## config.mk

```make
export PLATFORM = sky130hd
export DESIGN_NAME = mem_port_arbiter
export DESIGN_NICKNAME = d
export VERILOG_FILES = /design/src/rtl/mem_port_arbiter_pkg.sv /design/src/rtl/arb_starve_ctr.sv /design/src/rtl/mem_port_arbiter.sv
export SDC_FILE = /design/constraint.sdc
export NUM_CORES = 1
export LEC_CHECK = 0
export ABC_AREA = 1
export CORE_ASPECT_RATIO = 0.6
export CORE_MARGIN = 4
export CORE_UTILIZATION = 43
export DETAILED_ROUTE_END_ITERATION = 7
export GPL_ROUTABILITY_DRIVEN = 0
export PLACE_DENSITY = 0.84
export SETUP_SLACK_MARGIN = 0.15
export SLEW_MARGIN = 20
export SYNTH_ARGS = -nofsm -noshare
export SYNTH_HDL_FRONTEND = slang
export SYNTH_SLANG_ARGS = --single-unit
```

## constraint.sdc

```tcl
create_clock -name clk -period 1.6 [get_ports clk]
set_input_delay 0.32 -clock clk [delete_from_list [all_inputs] [get_ports clk]]
set_output_delay 0.32 -clock clk [all_outputs]
set_load 0.01 [all_outputs]
```

## src/rtl/mem_port_arbiter_pkg.sv

```systemverilog
// Shared types and the fetch/data winner rule for the memory port arbiter.
package mem_port_arbiter_pkg;

    typedef enum logic [1:0] {
        IDLE   = 2'd0,
        ACCESS = 2'd1,
        DONE   = 2'd2
    } state_t;

    typedef enum logic {
        OWN_IF = 1'b0,
        OWN_DM = 1'b1
    } owner_t;

    // Only meaningful when at least one request is present.
    function automatic owner_t pick_winner(input logic if_req,
                                           input logic dm_req,
                                           input logic starved);
        if (if_req && (!dm_req || starved)) begin
            return OWN_IF;
        end
        return OWN_DM;
    endfunction

endpackage

```

## src/rtl/arb_starve_ctr.sv

```systemverilog
// Saturating count of fetch arbitration losses; sat forces the next contested grant to fetch.
module arb_starve_ctr #(
    parameter int STARVE_MAX = 4
) (
    input  logic clk,
    input  logic rst_n,
    input  logic inc,
    input  logic clr,
    output logic sat
);

    localparam int                CNT_W   = $clog2(STARVE_MAX + 1);
    localparam logic [CNT_W-1:0]  CNT_MAX = CNT_W'(STARVE_MAX);

    logic [CNT_W-1:0] r_cnt;

    always_ff @(posedge clk or negedge rst_n) begin
        if (!rst_n) begin
            r_cnt <= '0;
        end else if (clr) begin
            r_cnt <= '0;
        end else if (inc && (r_cnt != CNT_MAX)) begin
            r_cnt <= r_cnt + CNT_W'(1);
        end
    end

    assign sat = (r_cnt == CNT_MAX);

endmodule

```

## src/rtl/mem_port_arbiter.sv

```systemverilog
// Shares one single-ported memory between fetch and data ports, one fixed-latency access at a time.
// Grant in IDLE, strobe for MEM_LAT cycles, done pulse the cycle after; requesters wait by holding req.
module mem_port_arbiter
    import mem_port_arbiter_pkg::*;
#(
    parameter int ADDR_W     = 8,
    parameter int DATA_W     = 32,
    parameter int MEM_LAT    = 2,
    parameter int STARVE_MAX = 4
) (
    input  logic              clk,
    input  logic              rst_n,
    input  logic              if_req,
    input  logic [ADDR_W-1:0] if_addr,
    output logic              if_gnt,
    output logic              if_done,
    output logic [DATA_W-1:0] if_rdata,
    input  logic              dm_req,
    input  logic              dm_we,
    input  logic [ADDR_W-1:0] dm_addr,
    input  logic [DATA_W-1:0] dm_wdata,
    output logic              dm_gnt,
    output logic              dm_done,
    output logic [DATA_W-1:0] dm_rdata,
    output logic              mem_rd,
    output logic              mem_wr,
    output logic [ADDR_W-1:0] mem_addr,
    output logic [DATA_W-1:0] mem_wdata,
    input  logic [DATA_W-1:0] mem_rdata
);

    localparam int               LAT_W    = $clog2(MEM_LAT) + 1;
    localparam logic [LAT_W-1:0] LAT_INIT = LAT_W'(MEM_LAT - 1);

    state_t            r_state;
    state_t            w_state_nxt;
    owner_t            r_owner;
    owner_t            w_winner;
    logic              r_we;
    logic [ADDR_W-1:0] r_addr;
    logic [DATA_W-1:0] r_wdata;
    logic [DATA_W-1:0] r_if_rdata;
    logic [DATA_W-1:0] r_dm_rdata;
    logic [LAT_W-1:0]  r_lat;
    logic              r_run;
    logic              w_grant;
    logic              w_lat_zero;
    logic              w_starved;
    logic              w_starve_inc;
    logic              w_starve_clr;
    logic              w_capture;

    arb_starve_ctr #(
        .STARVE_MAX (STARVE_MAX)
    ) u_starve (
        .clk   (clk),
        .rst_n (rst_n),
        .inc   (w_starve_inc),
        .clr   (w_starve_clr),
        .sat   (w_starved)
    );

    always_ff @(posedge clk or negedge rst_n) begin
        if (!rst_n) begin
            r_state <= IDLE;
        end else begin
            r_state <= w_state_nxt;
        end
    end

    always_comb begin
        w_state_nxt = r_state;
        w_grant     = 1'b0;
        w_winner    = pick_winner(if_req, dm_req, w_starved);
        case (r_state)
            IDLE: begin
                // r_run holds off grants until the first edge after reset release.
                if (r_run && (if_req || dm_req)) begin
                    w_grant     = 1'b1;
                    w_state_nxt = ACCESS;
                end
            end
            ACCESS: begin
                if (w_lat_zero) begin
                    w_state_nxt = DONE;
                end
            end
            DONE: begin
                w_state_nxt = IDLE;
            end
            default: begin
                w_state_nxt = IDLE;
            end
        endcase
    end

    assign w_lat_zero   = (r_lat == '0);
    assign w_capture    = (r_state == ACCESS) && w_lat_zero && !r_we;
    assign w_starve_inc = w_grant && if_req && (w_winner == OWN_DM);
    assign w_starve_clr = w_grant && (w_winner == OWN_IF);

    always_ff @(posedge clk or negedge rst_n) begin
        if (!rst_n) begin
            r_run      <= 1'b0;
            r_owner    <= OWN_IF;
            r_we       <= 1'b0;
            r_addr     <= '0;
            r_wdata    <= '0;
            r_lat      <= '0;
            r_if_rdata <= '0;
            r_dm_rdata <= '0;
        end else begin
            r_run <= 1'b1;
            if (w_grant) begin
                r_owner <= w_winner;
                r_lat   <= LAT_INIT;
                if (w_winner == OWN_DM) begin
                    r_we    <= dm_we;
                    r_addr  <= dm_addr;
                    r_wdata <= dm_wdata;
                end else begin
                    r_we    <= 1'b0;
                    r_addr  <= if_addr;
                end
            end else if ((r_state == ACCESS) && !w_lat_zero) begin
                r_lat <= r_lat - LAT_W'(1);
            end
            if (w_capture) begin
                if (r_owner == OWN_IF) begin
                    r_if_rdata <= mem_rdata;
                end else begin
                    r_dm_rdata <= mem_rdata;
                end
            end
        end
    end

    assign if_gnt    = w_grant && (w_winner == OWN_IF);
    assign dm_gnt    = w_grant && (w_winner == OWN_DM);
    assign if_done   = (r_state == DONE) && (r_owner == OWN_IF);
    assign dm_done   = (r_state == DONE) && (r_owner == OWN_DM);
    assign mem_rd    = (r_state == ACCESS) && !r_we;
    assign mem_wr    = (r_state == ACCESS) && r_we;
    assign mem_addr  = r_addr;
    assign mem_wdata = r_wdata;
    assign if_rdata  = r_if_rdata;
    assign dm_rdata  = r_dm_rdata;

endmodule

```

# Word level (Yosys, flattened, before mapping)
# Cells that the tools add are included.
# classes
addsub	2
n_eq_ne	6
muxes	14
n_bitwise	2
reduce_logical	27
# ops
op	count
logical AND 1 bit	14
2-to-1 mux 2 bit	4
2-to-1 mux 8 bit	1
AND reduction 2 bit	4
2-to-1 mux 1 bit	6
2-to-1 mux 3 bit	2
zero test 2 bit	2
!= test 2 bit (second input constant)	2
one-hot mux 2 bit (2 select lines)	1
nonzero test 2 bit	2
adder 3 x 1 -> 3 bit (second input constant)	1
equality test 3 bit (second input constant)	1
zero test 1 bit	3
!= test 3 bit (second input constant)	1
equality test 2 x 1 -> 1 bit (second input constant)	1
equality test 2 bit (second input constant)	1
logical OR 1 bit	2
inverter 1 bit	2
subtractor 2 x 1 -> 2 bit (second input constant)	1
# totals
regBits	114
inputBits	85
out_inout_bits	110
word_cells	61

# Longest topological paths before layout
# logic_depth
word_depth	9
depth_mapped	10
depth_no_buf	9

# Cells and area by module
# From an unflattened synthesis, not the netlist that was laid out.
# hier_totals
cells_unflattened	551
area_unflattened_um2	4840.9
# modules_own_cells
mod	instances	cells_per_inst	area_each_um2	seq_area_each_um2
mem_port_arbiter	1	526	4655.7	2777.7
arb_starve_ctr	1	25	185.2	75.1

# Worst setup path before layout
# Ideal clock, no wire load.
# synth_path
path_kind	register -> output
from	register u_starve.r_cnt[0]
to	output dm_gnt
t_arrival_ps	1206
required_time_ps	1280
setup_slack_ps	74
path_stages_with_launch	9
path_buffers	1
path_cell_list	dfrtp_1 -> inv_1 -> ha_1 -> nand2_1 -> nand2_2 -> nand2_2 -> inv_1 -> nor2_4 -> buf_4
# synth_via
elab_chain_len	6
# synth_lines
element	line	rtl
from (decl)	arb_starve_ctr.sv:15	logic [CNT_W-1:0] r_cnt;
from (signal assigned)	arb_starve_ctr.sv:23	r_cnt <= r_cnt + CNT_W'(1);
equality test 3 bit	arb_starve_ctr.sv:27	assign sat = (r_cnt == CNT_MAX);
logical OR 1 bit	mem_port_arbiter_pkg.sv:19	if (if_req && (!dm_req || starved)) begin
logical AND 1 bit	mem_port_arbiter_pkg.sv:19	
2-to-1 mux 1 bit	mem_port_arbiter_pkg.sv:19	
2-to-1 mux 1 bit	mem_port_arbiter_pkg.sv:22	return OWN_DM;
logical AND 1 bit	mem_port_arbiter.sv:139	assign dm_gnt = w_grant && (w_winner == OWN_DM);
to (decl)	mem_port_arbiter.sv:22	output logic dm_gnt,
# Every way passes these cells.

# Final worst setup path
# layout_path
from	register r_state[0]
to	output if_gnt
# layout_via
elab_chain_len	3
# layout_lines
element	line	rtl
from (decl)	mem_port_arbiter.sv:35	state_t r_state;
from (signal assigned)	mem_port_arbiter.sv:67	r_state <= w_state_nxt;
zero test 2 bit	mem_port_arbiter.sv:75	case (r_state)
2-to-1 mux 1 bit	mem_port_arbiter.sv:75	
logical AND 1 bit	mem_port_arbiter.sv:138	assign if_gnt = w_grant && (w_winner == OWN_IF);
to (decl)	mem_port_arbiter.sv:15	output logic if_gnt,
# Every way passes these cells.

==> flow_summary.toml <==
[run_status]
status = "complete, but fails checks"
violations = "negative setup slack"

[synthesis]
syn-cell-area_mm2 = 0.00469
yosysMostFrequentCell = "nand2_1"
synth_ff_type = "dfrtp_1"
synth.distinct_cells = 22
netlist_top_cells_count = "284 x nand2_1, 114 x dfrtp_1, 74 x nand3_1"
synth_cells = 542
synth.avg_cell_area_um2 = 8.66
synth-seq-cells = 114
ys_top_cells_by_area = "dfrtp_1 61%, nand2_1 23%, nand3_1 7.9%"
syn-num-nets = 630
ys_seq_area_share_pct = 60.8
yosysTopAreaCell = "dfrtp_1"
async_flop_share_pct = 100
yosysWarnings = 0
synth_edf_count = 0
synth_top_area_share_pct = 60.8

[sta]
finalSetupViolations = 110
fin_skew_ns = 0.00843
rsz0062_at_grt = "true"
min_period_ns = 1.83
setup_ws_ns = -0.230
drv_slew = 0
hold_viol = 0
fmax_mhz = 547
finalCritPeriodShare_pct = 114

[global_routing]
overflow = 0
antenna_found_initial = 0
groute.usage.overall_pct = 27.2
grt_max_degree = 42
grt_pass1_vias = 5102
grt_pass1_wl_mm = 26.5

[critical_path]
worstPathRequired_ns = 1.28
critPathBufInv = 2
crit_family = "flip-flops"
r2r-end = "dm_rdata[10]"
critPathLaunchType = "register"
slowest_delay_ns = 0.43
critPathKind = "register to output pin"
r2r_slack_ns = -0.17
r2r-start = "r_state[0]"
path_cells = "nor2_4, nand3_4, buf_4, nor2_4, buf_6"
endpoint_kind = "output pin"
cpMostUsedCell = "nor2_4"
worst_path_max_delay_cell = "dfrtp_1"
critPathArrivalTime_ns = 1.51
crit_fanout = 3
r2r_cells = 10

[finish]
layout-drive-gt1-share_pct = 36.8
n_antenna_cell = 0
final_nets = 889
multi_input_area_mm2 = 0.00248
syn_to_final_growth_pct = 91.5
fillers = 561
seqCellArea_mm2 = 0.00285
fin_cells = 952

[power]
p_leak_nw = 4.41
power-per-cell-area_mw_per_mm2 = 1950
vdd_drop_max_mv = 1.25

[clock_tree]
cts_sinks = 114
htree_levels = 4
cts_tree = "done"
cts_buffers = 17
cts_root_buffer = "clkbuf_16"
path_clk_slew_ns = 0.06
cts_buffer_depth = 2
clkLatencyLatePin_ns = 0.40

[placement]
post-place-ws_ns = -0.599
hpwl_mm = 10.1
portBuffers = 194
dp.cells = 876

[route]
drt_iter0_markers = 280
ant_nets = 0
wirelength_mm = 19.0
drc = 0
firstDrtPassIters = 5
viasPerCell = 5.34
avgRoutedWirePerCell_um = 19.9
vias = 5082

[floorplan]
die_h_um = 88.9
initial_core_util_pct = 44.3
rows = 29
io_pins = 195
die-area_mm2 = 0.0127
core_area_mm2 = 0.0106
die_x_um = 143

[worst_hold_path]
hp-class = "input pin to async pin"

[job]
cap_violations = 0
## per-layer routing
metal	up-vias	global-route usage (%)	routed length [um]
met2	294	46.7	9570
li1	2234	-	-
met3	47	8.50	1790
met1	2507	34.2	7160
met5	-	0	0
met4	0	6.90	425
## where the power goes
part	switching (mW)	total [mW]	leakage [nW]	internal, mW
Sequential	1.25	5.55	1.39	4.30
Combinational	4.45	8.54	2.77	4.09
Clock	1.29	3.44	0.257	2.15
Total	6.99	17.5	4.41	10.5
## cells in the final DEF (no fill, tap or decap), types with 6 or more instances in the layout
cell	synthesis	final
inv_1	11	7
nand2_4	0	41
buf_4	4	31
clkbuf_16	0	19
nand2_1	284	150
nand2_2	3	93
nand3_1	74	41
clkdlybuf4s50_1	0	81
dfrtp_1	114	113
buf_12	0	11
nand3_4	0	8
nand3_2	1	26
buf_6	6	20
dlygate4sd2_1	0	100
clkinv_2	0	6
buf_16	0	13
## registers in the layout (all words and copies together), names as in the netlist
name / cells
dm_rdata: 32
if_rdata: 32
mem_wdata: 32
mem_addr: 8
u_starve.r_cnt: 3
r_lat: 2
r_state: 2
r_owner: 1
r_run: 1
r_we: 1
## area by class of cell
type,count,area share [%]
multi-input combinational,385,27.6
clock buffer,20,4.97
clock inverter,11,1.00
inverter,13,0.543
timing repair buffer,270,32.2
tap,139,1.93
sequential,114,31.7
## cells by family (layout without fill, tap and decap cells)
logic type                 count (synthesis)  after routing  synth area share, %
adders and majority gates                  3              3                0.800
buffers and inverters                     43            314                 5.01
and+or+nand+nor                          379            379                 33.1
other                                      1              1               0.0799
AOI/OAI and AO/OA                          2              2                0.213
DFF                                      114            114                 60.8
## how the worst max path moves through the flow
stage	from	endpoint	slack, ns	cells past startpoint
after floorplan	u_starve.r_cnt[0]	dm_gnt	0.1	8
after global placement	if_req	if_gnt	-0.57	7
after detailed placement	dm_req	if_gnt	-0.60	7
after CTS	u_starve.r_cnt[0]	if_gnt	-0.22	8
after global routing	r_state[0]	if_gnt	-0.29	5
final	r_state[0]	if_gnt	-0.23	5
## per-stage QoR
step	power, mW	setup TNS (ns)	cell area (um2)	utilization [%]	hold WS, ns
6_report	17.5	-8.23	8990	84.9	0.400
5_1_grt	18.4	-14.59	8990	84.9	0.429
4_1_cts	16.1	-2.69	8280	78.2	0.387
3_5_place_dp	11.8	-12.54	6930	65.4	0.275
3_3_place_gp	11.6	-9.73	6930	65.4	0.266
2_1_floorplan	7.86	0	4710	-	0.0244
## what timing repair did
| item | 4_1_cts | 5_1_grt |
|---|---|---|
| endpoints found under the hold margin | 23 | 0 |
| gates resized for setup | 270 | 155 |
| setup buffers | 16 | 13 |
| setup endpoints to repair | 217 | 125 |
| gates cloned | 13 | 2 |
| hold buffers | 1 | 0 |
| pin swaps | 40 | 60 |
## worst reg2reg max path, delay by kind of cell, from the launching register on
family	cells	cell delay [ns]
DFF	1	0.42
and+or+nand+nor	5	0.49
buffers and inverters	5	0.75
Note: power is estimated with default switching activity, not from simulation.
